===== src/rtl/cordic_cdr_pkg.sv =====
// Shared widths, CORDIC arctangent table and typedefs for the phase-demodulating
// receiver slice (vectoring CORDIC + clock/data recovery).
package cordic_cdr_pkg;

  // Binary angle: 2^ANGLE_W units per full turn.
  localparam int ANGLE_W  = 8;
  localparam int SAMPLE_W = 5;
  // Internal CORDIC width: sign-extended sample plus guard bits and gain headroom.
  localparam int CORDIC_W = 10;
  localparam int GUARD    = 2;
  localparam int N_ITER   = 6;
  // Wide enough for SAMPLES_PER_BIT deltas of +/-127 without overflow.
  localparam int ACC_W    = 11;

  typedef logic signed [SAMPLE_W-1:0] sample_t;
  typedef logic signed [CORDIC_W-1:0] cordic_t;
  typedef logic        [ANGLE_W-1:0]  angle_t;
  typedef logic signed [ANGLE_W-1:0]  delta_t;
  typedef logic signed [ACC_W-1:0]    acc_t;

  // atan(2^-i) in 1/256-turn units.
  localparam angle_t ATAN_LUT [N_ITER] = '{8'd32, 8'd19, 8'd10, 8'd5, 8'd3, 8'd1};
  localparam angle_t ANGLE_PI = 8'd128;

  // CDR control: IDLE means no previous phase has been stored yet.
  typedef enum logic [0:0] {
    CDR_IDLE = 1'b0,
    CDR_RUN  = 1'b1
  } cdr_state_t;

  // One CORDIC pipeline slot.
  typedef struct packed {
    cordic_t x;
    cordic_t y;
    angle_t  ang;
    logic    vld;
  } cordic_stage_t;

  // Sign-extend a sample to the CORDIC width and add the guard bits.
  function automatic cordic_t ext_sample(input sample_t s);
    cordic_t e;
    e = cordic_t'(s);
    return e <<< GUARD;
  endfunction

endpackage


===== src/rtl/cordic_cdr_asm_if.sv =====
// Baseband sample input and recovered-bit output of the receiver slice.
//
// Handshake: iValid is a one-cycle strobe qualifying ibb/qbb in the same cycle;
// there is no ready, the receiver accepts every strobe (up to one per clock).
// bitstream_en is a one-cycle pulse marking a new value on bitstream; the
// consumer has no way to stall it. bitstream holds between pulses.
interface cordic_cdr_asm_if;
  import cordic_cdr_pkg::*;

  sample_t ibb;
  sample_t qbb;
  logic    iValid;
  logic    bitstream;
  logic    bitstream_en;

  // Sampler side: drives samples, observes recovered bits.
  modport master (
    output ibb, qbb, iValid,
    input  bitstream, bitstream_en
  );

  // Receiver side.
  modport slave (
    input  ibb, qbb, iValid,
    output bitstream, bitstream_en
  );

endinterface


===== src/rtl/cordic_vec.sv =====
// Pipelined vectoring CORDIC: rotates (I,Q) onto the +x axis and returns the
// accumulated binary angle. Capture register, one fold stage, ITER iteration
// stages; one sample per clock, angle_valid 7 clocks after the capture edge.
module cordic_vec
  import cordic_cdr_pkg::*;
#(
  parameter int ITER = N_ITER
) (
  input  logic    clk,
  input  logic    reset,
  input  sample_t ibb,
  input  sample_t qbb,
  input  logic    in_valid,
  output angle_t  angle,
  output logic    angle_valid
);

  sample_t       ibb_q;
  sample_t       qbb_q;
  logic          vld_q;
  cordic_stage_t in_stage;
  cordic_stage_t stage     [0:ITER];
  cordic_stage_t iter_next [0:ITER-1];

  // Capture the raw sample and its strobe.
  always_ff @(posedge clk or posedge reset) begin
    if (reset) begin
      ibb_q <= '0;
      qbb_q <= '0;
      vld_q <= 1'b0;
    end else begin
      ibb_q <= ibb;
      qbb_q <= qbb;
      vld_q <= in_valid;
    end
  end

  // Fold the left half-plane onto the right one so the iterations converge.
  always_comb begin
    cordic_t xe;
    cordic_t ye;
    xe = ext_sample(ibb_q);
    ye = ext_sample(qbb_q);
    in_stage.vld = vld_q;
    if (xe[CORDIC_W-1]) begin
      in_stage.x   = -xe;
      in_stage.y   = -ye;
      in_stage.ang = ANGLE_PI;
    end else begin
      in_stage.x   = xe;
      in_stage.y   = ye;
      in_stage.ang = '0;
    end
  end

  // Micro-rotations: drive y toward zero, accumulating the rotated angle.
  always_comb begin
    for (int i = 0; i < ITER; i++) begin
      cordic_t xc;
      cordic_t yc;
      xc = stage[i].x;
      yc = stage[i].y;
      iter_next[i].vld = stage[i].vld;
      if (!yc[CORDIC_W-1]) begin
        iter_next[i].x   = xc + (yc >>> i);
        iter_next[i].y   = yc - (xc >>> i);
        iter_next[i].ang = stage[i].ang + ATAN_LUT[i];
      end else begin
        iter_next[i].x   = xc - (yc >>> i);
        iter_next[i].y   = yc + (xc >>> i);
        iter_next[i].ang = stage[i].ang - ATAN_LUT[i];
      end
    end
  end

  // Pipeline registers for the fold stage and every iteration stage.
  always_ff @(posedge clk or posedge reset) begin
    if (reset) begin
      for (int k = 0; k <= ITER; k++) begin
        stage[k] <= '0;
      end
    end else begin
      stage[0] <= in_stage;
      for (int k = 0; k < ITER; k++) begin
        stage[k+1] <= iter_next[k];
      end
    end
  end

  assign angle       = stage[ITER].ang;
  assign angle_valid = stage[ITER].vld;

endmodule


===== src/rtl/cordic_cdr_asm.sv =====
// Phase-demodulating receiver: CORDIC phase extraction followed by clock/data
// recovery that sums modular phase increments over each symbol window and
// slices the sum into one hard bit (positive rotation -> 1).
module cordic_cdr_asm
  import cordic_cdr_pkg::*;
#(
  parameter int SAMPLES_PER_BIT = 5,
  parameter int CORDIC_ITER     = N_ITER
) (
  input  logic              clk,
  input  logic              reset,
  cordic_cdr_asm_if.slave   bus,
  output cdr_state_t        dbg_state
);

  localparam int CNT_W = (SAMPLES_PER_BIT > 1) ? $clog2(SAMPLES_PER_BIT) : 1;
  localparam logic [CNT_W-1:0] CNT_LAST = CNT_W'(SAMPLES_PER_BIT - 1);

  angle_t     phase;
  logic       phase_vld;
  cdr_state_t state_q;
  cdr_state_t state_d;
  logic       store_first;
  logic       take_delta;
  logic       last_in_window;
  angle_t     prev_q;
  acc_t       acc_q;
  logic [CNT_W-1:0] cnt_q;
  delta_t     delta;
  acc_t       acc_sum;
  logic       decision;
  logic       bitstream_q;
  logic       bit_en_q;

  cordic_vec #(
    .ITER (CORDIC_ITER)
  ) u_cordic (
    .clk         (clk),
    .reset       (reset),
    .ibb         (bus.ibb),
    .qbb         (bus.qbb),
    .in_valid    (bus.iValid),
    .angle       (phase),
    .angle_valid (phase_vld)
  );

  // State register: IDLE until the first phase after reset has been stored.
  always_ff @(posedge clk or posedge reset) begin
    if (reset) begin
      state_q <= CDR_IDLE;
    end else begin
      state_q <= state_d;
    end
  end

  // Next state: the first valid phase arms delta formation for good.
  always_comb begin
    state_d = state_q;
    if (state_q == CDR_IDLE && phase_vld) begin
      state_d = CDR_RUN;
    end
  end

  // Control decode: what the datapath does with this cycle's phase.
  always_comb begin
    store_first    = 1'b0;
    take_delta     = 1'b0;
    last_in_window = 1'b0;
    if (phase_vld) begin
      case (state_q)
        CDR_IDLE: store_first = 1'b1;
        CDR_RUN: begin
          take_delta     = 1'b1;
          last_in_window = (cnt_q == CNT_LAST);
        end
        default: ;
      endcase
    end
  end

  // Modular phase increment, running sum including it, and the bit slicer.
  always_comb begin
    delta    = delta_t'(phase - prev_q);
    acc_sum  = acc_q + acc_t'(delta);
    decision = !acc_sum[ACC_W-1] && (acc_sum != '0);
  end

  // CDR datapath: previous phase, window counter, accumulator, outputs.
  always_ff @(posedge clk or posedge reset) begin
    if (reset) begin
      prev_q      <= '0;
      acc_q       <= '0;
      cnt_q       <= '0;
      bitstream_q <= 1'b0;
      bit_en_q    <= 1'b0;
    end else begin
      bit_en_q <= 1'b0;
      if (store_first) begin
        prev_q <= phase;
        cnt_q  <= CNT_W'(1);
      end
      if (take_delta) begin
        prev_q <= phase;
        if (last_in_window) begin
          acc_q       <= '0;
          cnt_q       <= '0;
          bitstream_q <= decision;
          bit_en_q    <= 1'b1;
        end else begin
          acc_q <= acc_sum;
          cnt_q <= cnt_q + CNT_W'(1);
        end
      end
    end
  end

  assign bus.bitstream    = bitstream_q;
  assign bus.bitstream_en = bit_en_q;
  assign dbg_state        = state_q;

endmodule


===== src/flat_wrapper.sv =====
// flat-port wrapper written by rule: the top's interface ports become plain ports
module cordic_cdr_asm_flat import cordic_cdr_pkg::*;
#(
  parameter int SAMPLES_PER_BIT = 5,
  parameter int CORDIC_ITER     = N_ITER
)
  (clk, reset, dbg_state, bus_ibb, bus_qbb, bus_iValid, bus_bitstream, bus_bitstream_en);
  cordic_cdr_asm_if bus_i ();
  input  logic clk;
  input  logic reset;
  output cdr_state_t dbg_state;
  input wire logic [$bits(bus_i.ibb)-1:0] bus_ibb;
  input wire logic [$bits(bus_i.qbb)-1:0] bus_qbb;
  input wire logic [$bits(bus_i.iValid)-1:0] bus_iValid;
  output wire logic [$bits(bus_i.bitstream)-1:0] bus_bitstream;
  output wire logic [$bits(bus_i.bitstream_en)-1:0] bus_bitstream_en;
  assign bus_i.ibb = bus_ibb;
  assign bus_i.qbb = bus_qbb;
  assign bus_i.iValid = bus_iValid;
  assign bus_bitstream = bus_i.bitstream;
  assign bus_bitstream_en = bus_i.bitstream_en;
  cordic_cdr_asm #(.SAMPLES_PER_BIT(SAMPLES_PER_BIT), .CORDIC_ITER(CORDIC_ITER)) u_core (.clk(clk), .reset(reset), .bus(bus_i), .dbg_state(dbg_state));
endmodule

===== config.mk =====
export PLATFORM = sky130hd
export DESIGN_NAME = cordic_cdr_asm_flat
export DESIGN_NICKNAME = d
export VERILOG_FILES = /design/src/rtl/cordic_cdr_pkg.sv /design/src/rtl/cordic_cdr_asm_if.sv /design/src/rtl/cordic_vec.sv /design/src/rtl/cordic_cdr_asm.sv /design/src/flat_wrapper.sv
export SDC_FILE = /design/constraint.sdc
export NUM_CORES = 1
export LEC_CHECK = 0
export ABC_AREA = 0
export BUFFER_PORTS_ARGS = -buffer_cell sky130_fd_sc_hd__buf_2
export CAP_MARGIN = 40
export CORE_MARGIN = 5
export CORE_UTILIZATION = 60
export CTS_BUF_LIST = sky130_fd_sc_hd__clkbuf_4 sky130_fd_sc_hd__clkbuf_8
export DETAILED_ROUTE_END_ITERATION = 16
export PLACE_DENSITY_LB_ADDON = 0.15
export SYNTH_ARGS = -nofsm -noshare
export SYNTH_HDL_FRONTEND = slang
export SYNTH_SLANG_ARGS = --single-unit

===== constraint.sdc =====
create_clock -name clk -period 6.51 [get_ports clk]
set_clock_uncertainty 0.05 [all_clocks]
set_input_delay 0.651 -clock clk [delete_from_list [all_inputs] [get_ports clk]]
set_output_delay 0.651 -clock clk [all_outputs]
set_load 0.01 [all_outputs]

==> reports/summary.txt <==
post-layout min period: 3490 ps
Setup-failing EPs final: 0
Crit path top cell by count: a21oi_1
synthesized cell area: 10,400 µm²
commonest non-fill, non-tap cell in the layout: dfrtp_1
vias in the first global route: 7,128
Critical Path, Cell by Cell: inv_1 -> ha_1 -> inv_1 -> fa_1 -> a21o_1 -> a21oi_1 -> o21bai_1 -> a21oi_1 -> xnor2_1 -> ha_1 -> a2111o_1 -> o21ai_0 -> o2bb2ai_1 -> a211o_1 -> a31oi_1 -> a21oi_1
Area Overhead vs Synth: 7.29%
wire length of the first global-routing pass: 32,200 µm
DIE WIDTH: 142 µm
antenna cells: 0
Clk Latency, worst-skew pair: 460 ps
total track usage: 19.5%
vias per inst: 5.41
Worst path slowest cell: fa_1
number of flops mapped to enable cells by yosys: 0
Sink Count: 168
total CTS buffers: 17
syn avg cell area: 10.1 µm²
CTS root buf: clkbuf_8
Final TNS setup: 0 ps
CP bufs+invs: 2
worst relative slew slack: 41.1%
DR vias: 6,977
critical path data arrival time: 3770 ps
kind of end point of the critical path: register
ys async rst share: 100%
RSZ-0062 raised after global routing: no
initial antenna violation count: 0
CP startpoint kind: register
maximum clock rate: 287 MHz
worst setup path class: register to register
Die Y: 142 µm
CP max FO: 4
# DRC: 0
Iteration-0 DRC Markers: 296
clock tree buffer depth: 2
Max Cap Viol: 0
Worst-path clk slew: 100 ps
Core Area: 17,200 µm²
Final GP Congestion: 0.848
distinct cell type count after synthesis: 62
cell count after synthesis: 1,030
Routed Antenna Nets: 0
CTS tree: built
detailed-route wire length: 17,800 µm
Req. time, crit path: 6790 ps
worst slew pin tran: 884 ps
Nets: 1,210
Final Max Slew Viols: 0
Core Util, Final: 65.1%
Final period util: 53.6%
I/O Pins: 16
post-synthesis register bit count: 168
H-tree depth: 4
CP delay by family, top: compound AO/OA/AOI/OAI gates
WL/cell: 13.8 µm
largest net degree at the start of global routing: 86
post_cts resized: 0
site row count: 48
DP Wirelength: 13,700 µm
commonest cells after routing, fill and taps aside: 168 x dfrtp_1, 132 x ha_1, 94 x inv_1, 87 x xnor2_1, 78 x a21oi_1
hold crit path type: input pin to asynchronous set/reset pin
number of hold violations in the final report: 0
Starting Density: 60.7%
largest stage delay on the critical path: 410 ps
TritonRoute pass-1 iters: 5
setup bufs post-CTS: 0
port bufs: 15
die area: 20,100 µm²
status: complete, no violations
CTS Hold Buffers Added: 0
post-synthesis sequential area ratio: 40.3%
Yosys warnings: 0
Main synth FF type: dfrtp_1
GRT overflow: 0
share of cells above drive strength 1: 6.77%
through the flow:
stage               hold slack (ps)  cells  cell area (µm²)  worst slack [ps]
floorplan                       281   1032            10400              1260
global placement                284   1256            10700              3170
detailed placement              292   1257            10800              3060
CTS                            61.2   1289            11200              3030
global route                   62.9   1289            11200              2770
finish                         90.9   1289            11200              3020
worst reg2reg max path: cells and delay by family (launching register included):
| kind | cells | cell delay [ps] |
|---|---|---|
| AO/OA/AOI/OAI | 10 | 1910 |
| XOR/XNOR | 1 | 90 |
| adder cells (fa/ha/maj) | 3 | 800 |
| buffers and inverters | 2 | 130 |
| flip-flops | 1 | 390 |
layer usage:
metal / routed length (µm) / GRT usage, % / vias to the layer above
li1: - / - / 3546
met3: 390 / 3.84 / 23
met2: 8900 / 33.4 / 59
met5: 0 / 0 / -
met1: 8300 / 25.3 / 3349
met4: 242 / 5.30 / 0
kinds of logic (layout without fill, tap and decap cells):
kind of cell | Yosys count | count (layout) | synth area share, %
AOI/OAI and AO/OA | 242 | 242 | 14.4
xor gates and xnor gates | 131 | 131 | 11.2
adders and majority gates | 146 | 146 | 18.5
buffers and inverters | 112 | 144 | 4.03
DFF | 168 | 168 | 40.3
muxes | 15 | 15 | 1.52
other | 2 | 4 | 0.0720
and+or+nand+nor | 214 | 214 | 9.90
cell usage after synthesis (14+ instances only):
cell      count  area share (%)
xor2_1       42             3.5
fa_1         14             2.7
a21oi_1      78             3.7
dfrtp_1     168              40
nor2_1       69             2.5
a21o_1       26             1.9
nor3_1       18            0.86
xnor2_1      87             7.3
ha_1        132              16
inv_1        95             3.4
o21ai_0      60             2.9
o21bai_1     19             1.4
clkbuf_1     16            0.58
nand2_1      61             2.2
nand2b_1     20             1.2
worst paths after layout:
path	end	from	depth (start not counted)	slack [ps]
setup / recovery	u_core.bus.bitstream	u_core.u_cordic.angle[0]	16	3020
hold / removal	u_core.u_cordic.stage[195]	reset	2	90
setup reg to reg	u_core.bus.bitstream	u_core.u_cordic.angle[0]	16	3020
hold reg to reg	u_core.u_cordic.iter_next[29]	u_core.u_cordic.iter_next[58]	0	310
max in group asynchronous	u_core.u_cordic.stage[113]	reset	4	4960
min in group clk	u_core.u_cordic.ibb_q[4]	bus_ibb[4]	1	230
layout make-up:
type                       instances  area [µm²]
timing repair buffer              17         110
inverter                          95         362
multi-input combinational        752        5810
clock inverter                    14         171
sequential                       168        4200
fill                            1432        5990
clock buffer                      18         248
tap                              225         282
registers in the layout, indices dropped and copies added (netlist names):
signal and count:
u_core.u_cordic.qbb_q 5, u_core.acc_q 11, u_core.u_cordic.angle_valid 1, u_core.u_cordic.ibb_q 5, u_core.bus.bitstream_en 1, u_core.dbg_state 1, u_core.prev_q 8, u_core.u_cordic.angle 8
u_core.u_cordic.iter_next 6, u_core.cnt_q 3, u_core.u_cordic.vld_q 1, u_core.bus.bitstream 1, u_core.u_cordic.stage 117
Power is not shown: default switching activity piles up to over one toggle a cycle in this logic, so the estimate is an artifact.
